[config.mk]
export PLATFORM = sky130hd
export DESIGN_NAME = hazard_fwd_unit_flat
export DESIGN_NICKNAME = d
export VERILOG_FILES = /design/src/rtl/hazard_fwd_unit_if.sv /design/src/rtl/hazard_fwd_unit.sv /design/src/flat_wrapper.sv
export SDC_FILE = /design/constraint.sdc
export NUM_CORES = 1
export LEC_CHECK = 0
export BUFFER_PORTS_ARGS = -buffer_cell sky130_fd_sc_hd__buf_2
export CORE_MARGIN = 5
export CORE_UTILIZATION = 43
export CTS_CLUSTER_DIAMETER = 50
export DETAILED_ROUTE_END_ITERATION = 6
export GPL_ROUTABILITY_DRIVEN = 0
export PLACE_DENSITY = 0.79
export SETUP_SLACK_MARGIN = 0.1
export SYNTH_ARGS = -nofsm -noshare
export SYNTH_HDL_FRONTEND = slang
export SYNTH_SLANG_ARGS = --single-unit
[constraint.sdc]
create_clock -name clock -period 2.35 [get_ports clock]
set_input_delay 0.3525 -clock clock [delete_from_list [all_inputs] [get_ports clock]]
set_output_delay 0.3525 -clock clock [all_outputs]
set_load 0.03 [all_outputs]
[src/rtl/hazard_fwd_unit_if.sv]
// rtl/hazard_fwd_unit_if.sv - pipeline-side bundle for hazard_fwd_unit
// Optional perf-counter members are present when HAZARD_PERF_CNT_EN is defined.
interface hazard_fwd_unit_if #(
  parameter int REG_AW = 5
);
  logic [REG_AW-1:0] id_rs;
  logic [REG_AW-1:0] id_rt;
  logic              id_use_rs;
  logic              id_use_rt;
  logic [REG_AW-1:0] exe_rs;
  logic [REG_AW-1:0] exe_rt;
  logic [REG_AW-1:0] exe_num_write;
  logic              exe_reg_write;
  logic              exe_mem_read;
  logic [REG_AW-1:0] mem_num_write;
  logic              mem_reg_write;
  logic [REG_AW-1:0] wb_num_write;
  logic              wb_reg_write;
  logic              branch_taken;
  logic              pc_en;
  logic              if_id_en;
  logic              if_id_flush;
  logic              id_exe_flush;
  logic [1:0]        fwd_a;
  logic [1:0]        fwd_b;
  logic              busy;
`ifdef HAZARD_PERF_CNT_EN
  logic [31:0]       stall_cycles;
  logic [31:0]       flush_cycles;
`endif

  modport master (
    output id_rs, id_rt, id_use_rs, id_use_rt, exe_rs, exe_rt, exe_num_write,
           exe_reg_write, exe_mem_read, mem_num_write, mem_reg_write,
           wb_num_write, wb_reg_write, branch_taken,
`ifdef HAZARD_PERF_CNT_EN
    input  stall_cycles, flush_cycles,
`endif
    input  pc_en, if_id_en, if_id_flush, id_exe_flush, fwd_a, fwd_b, busy
  );

  modport slave (
    input  id_rs, id_rt, id_use_rs, id_use_rt, exe_rs, exe_rt, exe_num_write,
           exe_reg_write, exe_mem_read, mem_num_write, mem_reg_write,
           wb_num_write, wb_reg_write, branch_taken,
`ifdef HAZARD_PERF_CNT_EN
    output stall_cycles, flush_cycles,
`endif
    output pc_en, if_id_en, if_id_flush, id_exe_flush, fwd_a, fwd_b, busy
  );
endinterface

[src/rtl/hazard_fwd_unit.sv]
// rtl/hazard_fwd_unit.sv - 3-source forwarding, load-use stall and branch flush control
// Define HAZARD_PERF_CNT_EN to add saturating stall/flush cycle counters.
module hazard_fwd_unit #(
  parameter int REG_AW         = 5,
  parameter int LOAD_STALL_CYC = 1,
  parameter int BRANCH_PENALTY = 2,
  parameter int CNT_W          = 4
) (
  input  logic             clock,
  input  logic             reset,
  hazard_fwd_unit_if.slave hz
);
  typedef enum logic [1:0] {RUN, LSTALL, BFLUSH} state_t;

  // The RUN cycle that detects the event is the first bubble, hence the -2 reloads.
  localparam logic [CNT_W-1:0] LS_LOAD = CNT_W'(LOAD_STALL_CYC > 1 ? LOAD_STALL_CYC - 2 : 0);
  localparam logic [CNT_W-1:0] BF_LOAD = CNT_W'(BRANCH_PENALTY > 1 ? BRANCH_PENALTY - 2 : 0);

  state_t           state;
  state_t           state_nxt;
  logic [CNT_W-1:0] cnt;
  logic [CNT_W-1:0] cnt_nxt;
  logic             busy_q;
  logic             lu;
  logic             br_flush;
  logic             ld_stall;

  always_comb begin
    lu = hz.exe_mem_read && (hz.exe_num_write != '0) &&
         ((hz.id_use_rs && (hz.id_rs == hz.exe_num_write)) ||
          (hz.id_use_rt && (hz.id_rt == hz.exe_num_write)));
  end

  always_comb begin
    br_flush = 1'b0;
    ld_stall = 1'b0;
    case (state)
      BFLUSH:  br_flush = 1'b1;
      LSTALL:  if (hz.branch_taken) br_flush = 1'b1; else ld_stall = 1'b1;
      default: if (hz.branch_taken) br_flush = 1'b1; else ld_stall = lu;
    endcase
  end

  always_comb begin
    hz.pc_en        = 1'b1;
    hz.if_id_en     = 1'b1;
    hz.if_id_flush  = 1'b0;
    hz.id_exe_flush = 1'b0;
    hz.fwd_a        = 2'b00;
    hz.fwd_b        = 2'b00;
    if (!reset) begin
      hz.pc_en        = 1'b0;
      hz.if_id_en     = 1'b0;
      hz.if_id_flush  = 1'b1;
      hz.id_exe_flush = 1'b1;
    end else begin
      if (br_flush) begin
        hz.if_id_flush  = 1'b1;
        hz.id_exe_flush = 1'b1;
      end else if (ld_stall) begin
        hz.pc_en        = 1'b0;
        hz.if_id_en     = 1'b0;
        hz.id_exe_flush = 1'b1;
      end
      // MEM result is younger than WB, so it wins; $0 is hardwired and never forwarded.
      if (hz.mem_reg_write && hz.mem_num_write == hz.exe_rs && hz.exe_rs != '0)
        hz.fwd_a = 2'b01;
      else if (hz.wb_reg_write && hz.wb_num_write == hz.exe_rs && hz.exe_rs != '0)
        hz.fwd_a = 2'b10;
      if (hz.mem_reg_write && hz.mem_num_write == hz.exe_rt && hz.exe_rt != '0)
        hz.fwd_b = 2'b01;
      else if (hz.wb_reg_write && hz.wb_num_write == hz.exe_rt && hz.exe_rt != '0)
        hz.fwd_b = 2'b10;
    end
  end

  always_comb begin
    state_nxt = state;
    cnt_nxt   = cnt;
    case (state)
      RUN: begin
        if (hz.branch_taken) begin
          if (BRANCH_PENALTY > 1) begin
            state_nxt = BFLUSH;
            cnt_nxt   = BF_LOAD;
          end
        end else if (lu && LOAD_STALL_CYC > 1) begin
          state_nxt = LSTALL;
          cnt_nxt   = LS_LOAD;
        end
      end
      LSTALL: begin
        if (hz.branch_taken) begin
          if (BRANCH_PENALTY > 1) begin
            state_nxt = BFLUSH;
            cnt_nxt   = BF_LOAD;
          end else begin
            state_nxt = RUN;
          end
        end else if (cnt == '0) begin
          state_nxt = RUN;
        end else begin
          cnt_nxt = cnt - 1'b1;
        end
      end
      BFLUSH: begin
        if (hz.branch_taken) cnt_nxt = BF_LOAD;
        else if (cnt == '0)  state_nxt = RUN;
        else                 cnt_nxt = cnt - 1'b1;
      end
      default: state_nxt = RUN;
    endcase
  end

  always_ff @(posedge clock) begin
    if (!reset) begin
      state  <= RUN;
      cnt    <= '0;
      busy_q <= 1'b0;
    end else begin
      state  <= state_nxt;
      cnt    <= cnt_nxt;
      busy_q <= (state_nxt != RUN);
    end
  end

  assign hz.busy = busy_q;

`ifdef HAZARD_PERF_CNT_EN
  logic [31:0] stall_q;
  logic [31:0] flush_q;

  always_ff @(posedge clock) begin
    if (!reset) begin
      stall_q <= '0;
      flush_q <= '0;
    end else begin
      if (!hz.pc_en && stall_q != 32'hFFFF_FFFF) stall_q <= stall_q + 32'd1;
      if (br_flush && flush_q != 32'hFFFF_FFFF) flush_q <= flush_q + 32'd1;
    end
  end

  assign hz.stall_cycles = stall_q;
  assign hz.flush_cycles = flush_q;
`endif
endmodule
[src/flat_wrapper.sv]
// flat-port wrapper written by rule: the top's interface ports become plain ports
module hazard_fwd_unit_flat 
#(
  parameter int REG_AW         = 5,
  parameter int LOAD_STALL_CYC = 1,
  parameter int BRANCH_PENALTY = 2,
  parameter int CNT_W          = 4
)
  (clock, reset, hz_id_rs, hz_id_rt, hz_id_use_rs, hz_id_use_rt, hz_exe_rs, hz_exe_rt, hz_exe_num_write, hz_exe_reg_write, hz_exe_mem_read, hz_mem_num_write, hz_mem_reg_write, hz_wb_num_write, hz_wb_reg_write, hz_branch_taken, hz_pc_en, hz_if_id_en, hz_if_id_flush, hz_id_exe_flush, hz_fwd_a, hz_fwd_b, hz_busy);
  hazard_fwd_unit_if #(.REG_AW(REG_AW)) hz_i ();
  input  logic clock;
  input  logic reset;
  input wire logic [$bits(hz_i.id_rs)-1:0] hz_id_rs;
  input wire logic [$bits(hz_i.id_rt)-1:0] hz_id_rt;
  input wire logic [$bits(hz_i.id_use_rs)-1:0] hz_id_use_rs;
  input wire logic [$bits(hz_i.id_use_rt)-1:0] hz_id_use_rt;
  input wire logic [$bits(hz_i.exe_rs)-1:0] hz_exe_rs;
  input wire logic [$bits(hz_i.exe_rt)-1:0] hz_exe_rt;
  input wire logic [$bits(hz_i.exe_num_write)-1:0] hz_exe_num_write;
  input wire logic [$bits(hz_i.exe_reg_write)-1:0] hz_exe_reg_write;
  input wire logic [$bits(hz_i.exe_mem_read)-1:0] hz_exe_mem_read;
  input wire logic [$bits(hz_i.mem_num_write)-1:0] hz_mem_num_write;
  input wire logic [$bits(hz_i.mem_reg_write)-1:0] hz_mem_reg_write;
  input wire logic [$bits(hz_i.wb_num_write)-1:0] hz_wb_num_write;
  input wire logic [$bits(hz_i.wb_reg_write)-1:0] hz_wb_reg_write;
  input wire logic [$bits(hz_i.branch_taken)-1:0] hz_branch_taken;
  output wire logic [$bits(hz_i.pc_en)-1:0] hz_pc_en;
  output wire logic [$bits(hz_i.if_id_en)-1:0] hz_if_id_en;
  output wire logic [$bits(hz_i.if_id_flush)-1:0] hz_if_id_flush;
  output wire logic [$bits(hz_i.id_exe_flush)-1:0] hz_id_exe_flush;
  output wire logic [$bits(hz_i.fwd_a)-1:0] hz_fwd_a;
  output wire logic [$bits(hz_i.fwd_b)-1:0] hz_fwd_b;
  output wire logic [$bits(hz_i.busy)-1:0] hz_busy;
  assign hz_i.id_rs = hz_id_rs;
  assign hz_i.id_rt = hz_id_rt;
  assign hz_i.id_use_rs = hz_id_use_rs;
  assign hz_i.id_use_rt = hz_id_use_rt;
  assign hz_i.exe_rs = hz_exe_rs;
  assign hz_i.exe_rt = hz_exe_rt;
  assign hz_i.exe_num_write = hz_exe_num_write;
  assign hz_i.exe_reg_write = hz_exe_reg_write;
  assign hz_i.exe_mem_read = hz_exe_mem_read;
  assign hz_i.mem_num_write = hz_mem_num_write;
  assign hz_i.mem_reg_write = hz_mem_reg_write;
  assign hz_i.wb_num_write = hz_wb_num_write;
  assign hz_i.wb_reg_write = hz_wb_reg_write;
  assign hz_i.branch_taken = hz_branch_taken;
  assign hz_pc_en = hz_i.pc_en;
  assign hz_if_id_en = hz_i.if_id_en;
  assign hz_if_id_flush = hz_i.if_id_flush;
  assign hz_id_exe_flush = hz_i.id_exe_flush;
  assign hz_fwd_a = hz_i.fwd_a;
  assign hz_fwd_b = hz_i.fwd_b;
  assign hz_busy = hz_i.busy;
  hazard_fwd_unit #(.REG_AW(REG_AW), .LOAD_STALL_CYC(LOAD_STALL_CYC), .BRANCH_PENALTY(BRANCH_PENALTY), .CNT_W(CNT_W)) u_core (.clock(clock), .reset(reset), .hz(hz_i));
endmodule
* Word-level counts from Yosys, hierarchy flattened
Cells that the tools add are included.
** Storage, ports and cells
- Input port bits :: 44
- Flip-flop bits (word level) :: 7
- Output and inout port bits :: 9
- Logic and storage cells :: 64
** Cells by class
- Muxes and demuxes :: 28
- Reduce and logical (&&, ||, !) cells :: 22
- Equal/unequal tests :: 10
- $add $sub $neg :: 1
** Operator list (count)
- == test 5 bit :: 6
- two-way mux 2 bit :: 10
- nonzero test 5 bit :: 3
- logical AND 1 bit :: 12
- two-way mux 1 bit :: 12
- two-way mux 4 bit :: 3
- case mux 4 bit (2 select lines) :: 1
- case mux 2 bit (3 select lines) :: 1
- logical NOT 4 bit :: 1
- nonzero test 2 bit :: 2
- subtractor 4 x 1 -> 4 bit (second input constant) :: 1
- inequality test 3 bit (second input constant) :: 1
- AND reduction 3 bit :: 1
- == test 2 x 1 -> 1 bit (second input constant) :: 1
- == test 2 bit (second input constant) :: 1
- logical NOT 2 bit :: 1
- inequality test 2 bit (second input constant) :: 1
- case mux 1 bit (2 select lines) :: 1
- OR reduction 2 bit :: 1
- logical OR 1 bit :: 1

* Logic depth before layout (Yosys ltp)
Gate-level depths: netlist of run 1.
- Depth in word-level cells :: 9
- Gate-level depth with buffers :: 7
- Gate-level depth less buffers :: 6

* Worst setup path after synthesis of run 1
OpenSTA, ideal clock, no wires.
- Kind :: in2out
- From :: input port hz_exe_rs[1]
- To :: output port hz_fwd_a[1]
- Buffers on the path :: 0
- Data arrival time :: 2041 ps
- Path slack :: -44 ps
- Data required time :: 1997 ps
- Cell stages on the path :: 4
- Cells stage by stage :: or4_1 -> nor2_1 -> nor4_1 -> nor4_1
** Between the ends
- Longest elaborated chain between the ends :: 6
- Elaborated cells on any way between the ends :: 10
- Those cells by class :: eq/ne: 2; mux: 3; reduce/logical: 5
** Ends and longest elaborated chain
- from (decl) :: line flat_wrapper.sv:17 : input wire logic [$bits(hz_i.exe_rs)-1:0] hz_exe_rs;
- == test 5 bit :: line hazard_fwd_unit.sv:68 : else if (hz.wb_reg_write && hz.wb_num_write == hz.exe_rs && hz.exe_rs != '0)
- logical AND 1 bit (2 in a row) :: line hazard_fwd_unit.sv:68
- two-way mux 2 bit :: line hazard_fwd_unit.sv:68
- two-way mux 2 bit (*) :: line hazard_fwd_unit.sv:66 : if (hz.mem_reg_write && hz.mem_num_write == hz.exe_rs && hz.exe_rs != '0)
- two-way mux 2 bit (*) :: line hazard_fwd_unit.sv:51 : if (!reset) begin
- to (decl) :: line flat_wrapper.sv:31 : output wire logic [$bits(hz_i.fwd_a)-1:0] hz_fwd_a;
Every way passes the cells marked *; elsewhere a longest branch is shown, timed or not.

* Worst setup path in the final report of run 1
- From :: register u_core.state[0]
- To :: output port hz_pc_en
** Between the ends
- Longest elaborated chain between the ends :: 5
- Elaborated cells on any way between the ends :: 7
- Those cells by class :: eq/ne: 2; mux: 5
** Ends and longest elaborated chain
- from (decl) :: line hazard_fwd_unit.sv:19 : state_t state;
- from (signal assigned) :: line hazard_fwd_unit.sv:121 : state <= state_nxt;
- == test 2 x 1 -> 1 bit or == test 2 bit (tied branches) :: line hazard_fwd_unit.sv:37 : case (state)
- case mux 1 bit (2 select lines) :: line hazard_fwd_unit.sv:37
- two-way mux 1 bit :: line hazard_fwd_unit.sv:60 : end else if (ld_stall) begin
- two-way mux 1 bit (*) :: line hazard_fwd_unit.sv:57 : if (br_flush) begin
- two-way mux 1 bit (*) :: line hazard_fwd_unit.sv:51
- to (decl) :: line flat_wrapper.sv:27 : output wire logic [$bits(hz_i.pc_en)-1:0] hz_pc_en;
Marked as above.

==> flow_metrics.env, run 1 <==
export IMPL_status="finished clean"
export IMPL_max_slew_margin=0.701
export IMPL_drc=0
export IMPL_start_util=0.454
export IMPL_ys_seq_area_frac=0.156
export IMPL_ys_types=33
export IMPL_numCtsBuffers=3
export IMPL_worst_setup_path_start_kind="register"
export IMPL_antenna_cells=0
export IMPL_antenna_found_initial=0
export IMPL_cp_end_kind="primary output"
export IMPL_drt_pass1_iterations=4
export IMPL_wl_met2_um=1350
export IMPL_final_antenna_net_count=0
export IMPL_routed_wl_um=2470
export IMPL_finalSetupViolations=0
export IMPL_fin_crit_sh=0.916
export IMPL_ir_drop_uv=160
export IMPL_ys_seq_elements=7
export IMPL_vias_per_cell=5.21
export IMPL_final_cells=198
export IMPL_cp_max_fo=5
export IMPL_maxCapViolCount=0
export IMPL_min_path_type="input pin to register"
export IMPL_grt_pass1_vias=1087
export IMPL_grt_max_degree=11
export IMPL_fin_crit_ns=2.15
export IMPL_syn_area_um2=900
export IMPL_fp_coreArea_um2=1980
export IMPL_cts_root_buf="clkbuf_4"
export IMPL_synth_nets=167
export IMPL_cts_buffer_depth=2
export IMPL_hold_viol=0
export IMPL_rr_endpoint="u_core.cnt[3]"
export IMPL_fp_dieArea_um2=3110
export IMPL_num_io_pins=53
export IMPL_cellPowerDensity_nw_per_um2=351
export IMPL_die_w_um=55.7
export IMPL_r2r_start="u_core.state[0]"
export IMPL_post_route_cell_area_um2=1250
export IMPL_vias=1031
export IMPL_met3WireLength_um=137
export IMPL_syn_inst=117
export IMPL_rows=16
export IMPL_portBuffers=51
export IMPL_r2r_cells=7
export IMPL_p_leak_nw=0.564
export IMPL_grt_pass1_wl_um=4160
export IMPL_cts_sinks=7
export IMPL_worst_pin_slew_ns=0.444
export IMPL_fmax_mhz=464
export IMPL_clk_pin_slew_ns=0.06
export IMPL_hold_buffers=0
export IMPL_dpl_instance_area_um2=1180
export IMPL_reg2reg_slack_ns=0.47
export IMPL_whs_path_depth=2
export IMPL_wire_per_inst_um=12.5
export IMPL_grt_overflow=0
export IMPL_htreeDepth=1
export IMPL_grtUsageTotal=0.158
export IMPL_top_layer="met4"
export IMPL_finalSetupTns_ns=0
export IMPL_rsz0062_at_grt="no"
export IMPL_die_h_um=55.7
export IMPL_n_fill_cell=178
export IMPL_hold_end="u_core.cnt[0]"
export IMPL_syn_avg_cell_area_um2=7.69
export IMPL_hpwl_um=2150
export IMPL_drv_slew=0
export IMPL_clk_latency_ns=0.24
export IMPL_hp_start="reset"
export IMPL_yosysWarnings=0
export IMPL_fin_worst_skew_ns=0.00749
export IMPL_worstSetupPathType="register to primary output"
export IMPL_cts_tree="done"
export IMPL_drt_iter0_markers=12
export IMPL_synthToLayoutAreaGrowth_pct=39.1
export IMPL_crit_arrival_ns=1.80
export IMPL_wl_met1_um=970
export IMPL_placed_cells=193
export IMPL_drive_gt1_frac=0.386
export IMPL_layout_nets=222
export IMPL_required_ns=2.00
-- synth_stat cells --
| cell | instances | share of area |
|---|---|---|
| dfxtp_1 | 7 | 0.16 |
| nor2b_1 | 1 | 0.0070 |
| and2_1 | 3 | 0.021 |
| nand4_1 | 3 | 0.021 |
| a21boi_1 | 1 | 0.0083 |
| a32oi_1 | 1 | 0.0097 |
| xnor2_1 | 15 | 0.15 |
| a221oi_1 | 2 | 0.019 |
| and2_0 | 1 | 0.0070 |
| o221ai_1 | 1 | 0.0097 |
| or4_1 | 3 | 0.025 |
| ha_1 | 6 | 0.083 |
| buf_4 | 1 | 0.0083 |
| nand3_1 | 2 | 0.011 |
| nand2_1 | 5 | 0.021 |
| xor2_1 | 13 | 0.13 |
| inv_1 | 7 | 0.029 |
| nor4_1 | 6 | 0.042 |
| nor2b_2 | 1 | 0.0097 |
| o21ai_0 | 7 | 0.039 |
| nand2b_1 | 1 | 0.0070 |
| o211a_1 | 1 | 0.011 |
| o211ai_1 | 1 | 0.0083 |
| nand3b_1 | 1 | 0.0083 |
| nor3b_1 | 1 | 0.0083 |
| inv_2 | 1 | 0.0042 |
| or3_1 | 6 | 0.042 |
| mux2i_1 | 1 | 0.011 |
| a21oi_1 | 5 | 0.028 |
| nor2_1 | 10 | 0.042 |
| nor2_2 | 1 | 0.0070 |
| a221o_1 | 1 | 0.011 |
| buf_6 | 1 | 0.013 |
-- worst max-delay path by stage --
| stage | from | slack, ns | endpoint | cells after the start |
|---|---|---|---|---|
| after floorplan | u_core.state[0] | 0.24 | hz_pc_en | 7 |
| after global placement | hz_exe_rt[1] | 0.29 | hz_fwd_b[1] | 6 |
| after detailed placement | hz_exe_rs[1] | 0.23 | hz_fwd_a[1] | 6 |
| after CTS | u_core.state[0] | 0.13 | hz_pc_en | 7 |
| after global routing | u_core.state[0] | 0.09 | hz_pc_en | 7 |
| final | u_core.state[0] | 0.20 | hz_pc_en | 7 |
-- repair_timing --
item	CTS	global route
setup endpoints to repair	2	2
buffers inserted	0	1
resized for setup	3	11
pin swaps	0	2
cloned	0	0
hold endpoints to repair	0	0
-- final cells by class --
cell class,count,area [µm²],area share
Tap cell,27,33.8,0.0270
Clock buffer,4,26.3,0.0210
Timing Repair Buffer,52,275,0.220
Multi-Input combinational cell,100,738,0.590
Sequential cell,7,148,0.118
Inverter,8,30.0,0.0240
-- kinds of logic (layout without fill, tap and decap cells) --
group / Yosys count / in the layout / share of synthesized area
and+or+nand+nor: 45 / 45 / 0.278
DFF: 7 / 7 / 0.156
buffers and inverters: 10 / 64 / 0.0542
adders and majority gates: 6 / 6 / 0.0834
AOI/OAI and AO/OA: 20 / 20 / 0.145
xor gates and xnor gates: 28 / 28 / 0.273
muxes: 1 / 1 / 0.0111
-- sequential cells by signal, summed over array words and instances (netlist names) --
register,count
u_core.state,2
u_core.hz.busy,1
u_core.cnt,4
-- per-layer routing --
metal	up-vias	global-route usage
met5	-	0
met4	0	0.0556
met3	2	0.0209
met2	39	0.311
met1	468	0.169
li1	522	-
-- layout by cell type, fill, tap and decap left out, types with 2 or more instances in the layout --
cell type | Yosys | layout
xor2_1 | 13 | 13
inv_1 | 7 | 5
ha_1 | 6 | 5
or4_1 | 3 | 3
inv_2 | 1 | 3
nand4_1 | 3 | 3
and2_1 | 3 | 3
or3_1 | 6 | 6
a21oi_1 | 5 | 5
a221oi_1 | 2 | 2
o21ai_0 | 7 | 7
buf_2 | 0 | 49
xnor2_1 | 15 | 15
nand2_1 | 5 | 5
dfxtp_1 | 7 | 5
nor4_1 | 6 | 4
nor2_2 | 1 | 2
nor2_1 | 10 | 9
nand3_1 | 2 | 2
nor4_2 | 0 | 2
buf_6 | 1 | 2
dfxtp_4 | 0 | 2
clkbuf_4 | 0 | 3
-- critical path: stages (launching register included) --
cell and delay, ns:
dfxtp_4 0.37, inv_2 0.05, ha_4 0.23, nor2_2 0.07, o211ai_1 0.09, or3_1 0.31
o211a_1 0.28, buf_6 0.15
-- power breakdown --
group          total (W)  switching [W]  internal (W)  leakage, nW
Combinational   0.000201       0.000104     0.0000965        0.490
Sequential      0.000132     0.00000621      0.000126       0.0587
Clock           0.000106      0.0000414     0.0000646       0.0150
-- stage by stage --
step | utilization | power (W) | hold WS, ns | setup slack [ns]
floorplan | - | 0.000251 | 0.440 | 0.237
global placement | 0.597 | 0.000319 | 0.451 | 0.288
finish | 0.631 | 0.000439 | 0.439 | 0.197
CTS | 0.617 | 0.000438 | 0.437 | 0.129
global route | 0.631 | 0.000475 | 0.447 | 0.0895
detailed placement | 0.597 | 0.000326 | 0.464 | 0.233
Note: power is estimated with default switching activity, not from simulation.
==> run 2: changes to the inputs <==
- CORE_UTILIZATION: 43 -> 45
- CTS_BUF_LIST: not set -> sky130_fd_sc_hd__clkbuf_8
- CTS_CLUSTER_SIZE: not set -> 40
- PLACE_DENSITY: 0.79 -> 0.82
- SLEW_MARGIN: not set -> 40
==> run 2 against run 1 <==
Clock skew decreased by 0.0072 ns; largest power group unchanged; critical endpoint unchanged; cell count decreased by 0.51%; critical path depth unchanged; die area shrank 3.7%; sequential power about the same; final area hardly changed; clock power rose by 57%; wire length rose by 2.0%; combinational power is essentially flat; total power grew 13%.
==> flow_metrics.env, run 2 (same netlist as run 1, synthesis figures left out) <==
export IMPL_final_cells=197
export IMPL_cp_end_kind="primary output"
export IMPL_finalSetupTns_ns=0
export IMPL_final_antenna_net_count=0
export IMPL_antenna_found_initial=0
export IMPL_vias_per_cell=5.33
export IMPL_maxCapViolCount=0
export IMPL_grt_pass1_vias=1045
export IMPL_min_path_type="input pin to register"
export IMPL_numCtsBuffers=3
export IMPL_drive_gt1_frac=0.376
export IMPL_cts_tree="done"
export IMPL_hold_viol=0
export IMPL_max_slew_margin=0.703
export IMPL_slowest_delay_ns=0.37
export IMPL_clk_pin_slew_ns=0.04
export IMPL_placed_cells=193
export IMPL_cts_root_buf="clkbuf_8"
export IMPL_cp_max_fo=5
export IMPL_drt_iter0_markers=19
export IMPL_grt_pass1_wl_um=4070
export IMPL_p_leak_nw=0.568
export IMPL_die_h_um=54.7
export IMPL_n_fill_cell=164
export IMPL_fp_coreArea_um2=1940
export IMPL_fin_worst_skew_ns=0.000244
export IMPL_grtUsageTotal=0.183
export IMPL_drv_slew=0
export IMPL_crit_path_cell_trace="inv_2 -> ha_4 -> nor2_1 -> o211ai_1 -> or3_1 -> o211a_1 -> buf_4"
export IMPL_drc=0
export IMPL_crit_family="simple AND/OR/NAND/NOR gates"
export IMPL_wire_per_inst_um=12.8
export IMPL_regMostFlops="u_core.cnt"
export IMPL_final_common_cell="buf_2"
export IMPL_portBuffers=51
export IMPL_die_w_um=54.7
export IMPL_finalSetupViolations=0
export IMPL_final_cell_mix="49 x buf_2, 15 x xnor2_1, 13 x xor2_1, 10 x nor2_1, 7 x o21ai_0"
export IMPL_crit_arrival_ns=1.81
export IMPL_cp_slowest_cell="dfxtp_4"
export IMPL_drt_pass1_iterations=4
export IMPL_worstSetupPathType="register to primary output"
export IMPL_cts_buffer_depth=2
export IMPL_hold_slack_ns=0.456
export IMPL_grt_overflow=0
export IMPL_critPathBufInv=2
export IMPL_grt_max_degree=11
export IMPL_cellPowerDensity_nw_per_um2=397
export IMPL_ir_drop_uv=218
export IMPL_layout_nets=221
export IMPL_synthToLayoutAreaGrowth_pct=39.2
export IMPL_hpwl_um=2180
export IMPL_hold_buffers=0
export IMPL_cts_sinks=7
export IMPL_pre_cts_ws_ns=0.250
export IMPL_rsz0062_at_grt="no"
export IMPL_required_ns=2.00
export IMPL_fmax_mhz=463
export IMPL_clk_latency_ns=0.23
export IMPL_fin_crit_sh=0.918
export IMPL_fp_dieArea_um2=2990
export IMPL_num_io_pins=53
export IMPL_start_util=0.463
export IMPL_worst_pin_slew_ns=0.441
export IMPL_htreeDepth=1
export IMPL_antenna_cells=0
export IMPL_largest_register_ff_count=4
export IMPL_rows=16
export IMPL_status="finished clean"
export IMPL_setup_ws_ns=0.192
export IMPL_vias=1050
export IMPL_routed_wl_um=2520
export IMPL_fin_crit_ns=2.16
export IMPL_worst_setup_path_start_kind="register"
## run 2: changes by cell type in the layout (fill, tap and decap cells not counted), sizes merged
cell,change
inv,+1
clkbuf,-1
buf,-1
## run 2: path summary, 6_finish.rpt
kind                   start            end  slack [ns]  cells past startpoint
min reg2reg    u_core.cnt[1]  u_core.cnt[1]        0.47                      2
max          u_core.state[0]       hz_pc_en        0.19                      7
max reg2reg    u_core.cnt[0]  u_core.cnt[3]        0.56                      6
min                    reset  u_core.cnt[0]        0.46                      2
## run 2: where the power goes
part	total, W	switching (W)	internal [W]	leakage [nW]
sequential	0.000134	0.00000700	0.000127	0.0587
combinational	0.000198	0.000104	0.0000937	0.483
clock	0.000166	0.0000530	0.000113	0.0269
## run 2: timing repair
action / in CTS / in global routing
pin swaps: 0 / 2
buffers inserted: 0 / 0
cloned: 0 / 0
endpoints found under the setup margin: 2 / 2
resized for setup: 3 / 8
## run 2: cell type report
class | count | area, µm² | share of cell area
multi-input cells | 100 | 736 | 0.587
inverters | 8 | 30.0 | 0.0240
repair buffers | 51 | 260 | 0.208
clock buffers | 3 | 41.3 | 0.0330
clock inverters | 1 | 3.75 | 0.00300
flip-flops and latches | 7 | 148 | 0.118
well taps | 27 | 33.8 | 0.0270
## run 2: per-layer routing
layer | vias to the layer above | global-route usage | part of all wire
met4 | 0 | 0.0622 | 0.011
met5 | - | 0 | 0
li1 | 522 | - | -
met2 | 49 | 0.339 | 0.54
met3 | 5 | 0.0245 | 0.080
met1 | 474 | 0.210 | 0.37
## run 2: metrics by stage
step / total power (W) / area [µm²] / utilization
after floorplan: 0.000251 / 912 / -
after global placement: 0.000318 / 1180 / 0.609
after detailed placement: 0.000327 / 1180 / 0.609
after CTS: 0.000498 / 1240 / 0.640
after global routing: 0.000526 / 1250 / 0.645
final: 0.000497 / 1250 / 0.645
==> run 3: changes to the inputs <==
- BUFFER_PORTS_ARGS: -buffer_cell sky130_fd_sc_hd__buf_2 -> -buffer_cell sky130_fd_sc_hd__buf_4
==> run 3 against run 2 <==
Clock skew rose by 0.00063 ns; setup slack worse by 0.010 ns; final area up 9.8%; die area did not move; sequential share of layout area down 1.1 points; total power is 2.8% higher; combinational power grew 11%; critical path depth did not move; non-clock buffer count did not move; critical path type unchanged.
==> flow_metrics.env, run 3 (same netlist as run 1, synthesis figures left out) <==
export IMPL_htreeDepth=1
export IMPL_min_path_type="input pin to register"
export IMPL_wire_per_inst_um=12.9
export IMPL_routed_wl_um=2550
export IMPL_final_antenna_net_count=0
export IMPL_switchingPower_w=0.000155
export IMPL_cts_sinks=7
export IMPL_vias_per_cell=5.22
export IMPL_num_io_pins=53
export IMPL_fp_coreArea_um2=1940
export IMPL_status="finished clean"
export IMPL_drive_gt1_frac=0.376
export IMPL_finalSetupTns_ns=0
export IMPL_drt_pass1_iterations=4
export IMPL_p_int_w=0.000356
export IMPL_start_util=0.463
export IMPL_portBuffers=51
export IMPL_crit_arrival_ns=1.82
export IMPL_met3WireLength_um=173
export IMPL_top_layer="met4"
export IMPL_rsz0062_at_grt="no"
export IMPL_grt_pass1_wl_um=4220
export IMPL_wl_met2_um=1390
export IMPL_worst_pin_slew_ns=0.409
export IMPL_rows=16
export IMPL_drc=0
export IMPL_hold_slack_ns=0.440
export IMPL_drt_iter0_markers=27
export IMPL_synthToLayoutAreaGrowth_pct=52.9
export IMPL_fin_crit_ns=2.17
export IMPL_maxCapViolCount=0
export IMPL_fin_worst_skew_ns=0.000876
export IMPL_drv_slew=0
export IMPL_cts_tree="done"
export IMPL_max_slew_margin=0.726
export IMPL_fp_dieArea_um2=2990
export IMPL_swShare=0.304
export IMPL_finalSetupViolations=0
export IMPL_antenna_cells=0
export IMPL_cp_end_kind="primary output"
export IMPL_grt_overflow=0
export IMPL_ir_drop_uv=383
export IMPL_largest_register_ff_count=4
export IMPL_die_h_um=54.7
export IMPL_slowest_delay_ns=0.36
export IMPL_p_leak_nw=0.608
export IMPL_p_seq_frac=0.261
export IMPL_cp_slowest_cell="dfxtp_4"
export IMPL_cts_buffer_depth=2
export IMPL_cp_max_fo=5
export IMPL_hold_viol=0
export IMPL_layout_nets=221
export IMPL_clk_pin_slew_ns=0.04
export IMPL_cts_setup_buffers=0
export IMPL_vias=1028
export IMPL_regMostFlops="u_core.cnt"
export IMPL_final_cell_mix="51 x buf_4, 15 x xnor2_1, 13 x xor2_1, 10 x nor2_1, 7 x o21ai_0"
export IMPL_hpwl_um=2250
export IMPL_antenna_found_initial=0
export IMPL_worst_setup_path_start_kind="register"
export IMPL_required_ns=2.00
export IMPL_clock_power_share=0.308
export IMPL_grtUsageTotal=0.185
export IMPL_final_common_cell="buf_4"
export IMPL_combPwrFrac=0.431
export IMPL_numCtsBuffers=3
export IMPL_hold_buffers=0
export IMPL_grt_max_degree=11
export IMPL_cellPowerDensity_nw_per_um2=372
export IMPL_cts_root_buf="clkbuf_8"
export IMPL_die_w_um=54.7
export IMPL_fin_crit_sh=0.923
export IMPL_wl_met1_um=953
export IMPL_worstSetupPathType="register to primary output"
export IMPL_crit_path_cell_trace="inv_2 -> ha_4 -> nor2_1 -> o211ai_1 -> or3_1 -> o211a_1 -> buf_4"
export IMPL_fmax_mhz=461
export IMPL_clk_latency_ns=0.22
export IMPL_grt_pass1_vias=1062
run 3: power groups by stage:
stage	sequential, W	clock (W)	combinational [W]
after CTS	0.000134	0.000161	0.000221
final	0.000133	0.000158	0.000220
after global placement	0.000135	0	0.000209
after floorplan	0.000138	0	0.000114
after global routing	0.000134	0.000168	0.000243
after detailed placement	0.000135	0	0.000216
run 3: cell type report:
type                    instances  area [µm²]
multi-input cells             100         736
inverters                       8        30.0
well taps                      27        33.8
clock buffers                   3        41.3
fillers                       161         567
repair buffers                 51         383
clock inverters                 1        3.75
flip-flops and latches          7         148
run 3: what timing repair did:
item / CTS / global route
resized for setup: 3 / 4
pin swaps: 0 / 1
hold endpoints to repair: 0 / 0
endpoints found under the setup margin: 2 / 2
gates cloned: 0 / 0
run 3: per-stage QoR:
step | cells | setup WS, ns | power, W | cell area [µm²] | utilization
floorplan | 117 | 0.237 | 0.000251 | 912 | -
global placement | 193 | 0.299 | 0.000343 | 1310 | 0.675
detailed placement | 193 | 0.243 | 0.000351 | 1310 | 0.675
CTS | 197 | 0.155 | 0.000516 | 1370 | 0.706
global route | 197 | 0.102 | 0.000545 | 1380 | 0.708
finish | 197 | 0.182 | 0.000511 | 1380 | 0.708
run 3: per-layer routing:
metal	track usage	vias up
met5	0	-
met4	0.0332	0
met3	0.0327	4
met2	0.368	40
met1	0.199	465
li1	-	519
run 3: path summary, 6_finish.rpt:
kind	cells after the start	slack [ns]	endpoint	start
max	7	0.18	hz_pc_en	u_core.state[0]
min	2	0.44	u_core.cnt[0]	reset
max reg2reg	6	0.61	u_core.cnt[3]	u_core.cnt[0]
min reg2reg	2	0.47	u_core.cnt[1]	u_core.cnt[1]
run 3: critical path, delay by kind of cell, from the launching register on:
family	cells	cell delay (ns)
and+or+nand+nor	2	0.40
adders and majority gates	1	0.25
DFF	1	0.36
AOI/OAI and AO/OA	2	0.35
buffers and inverters	2	0.23
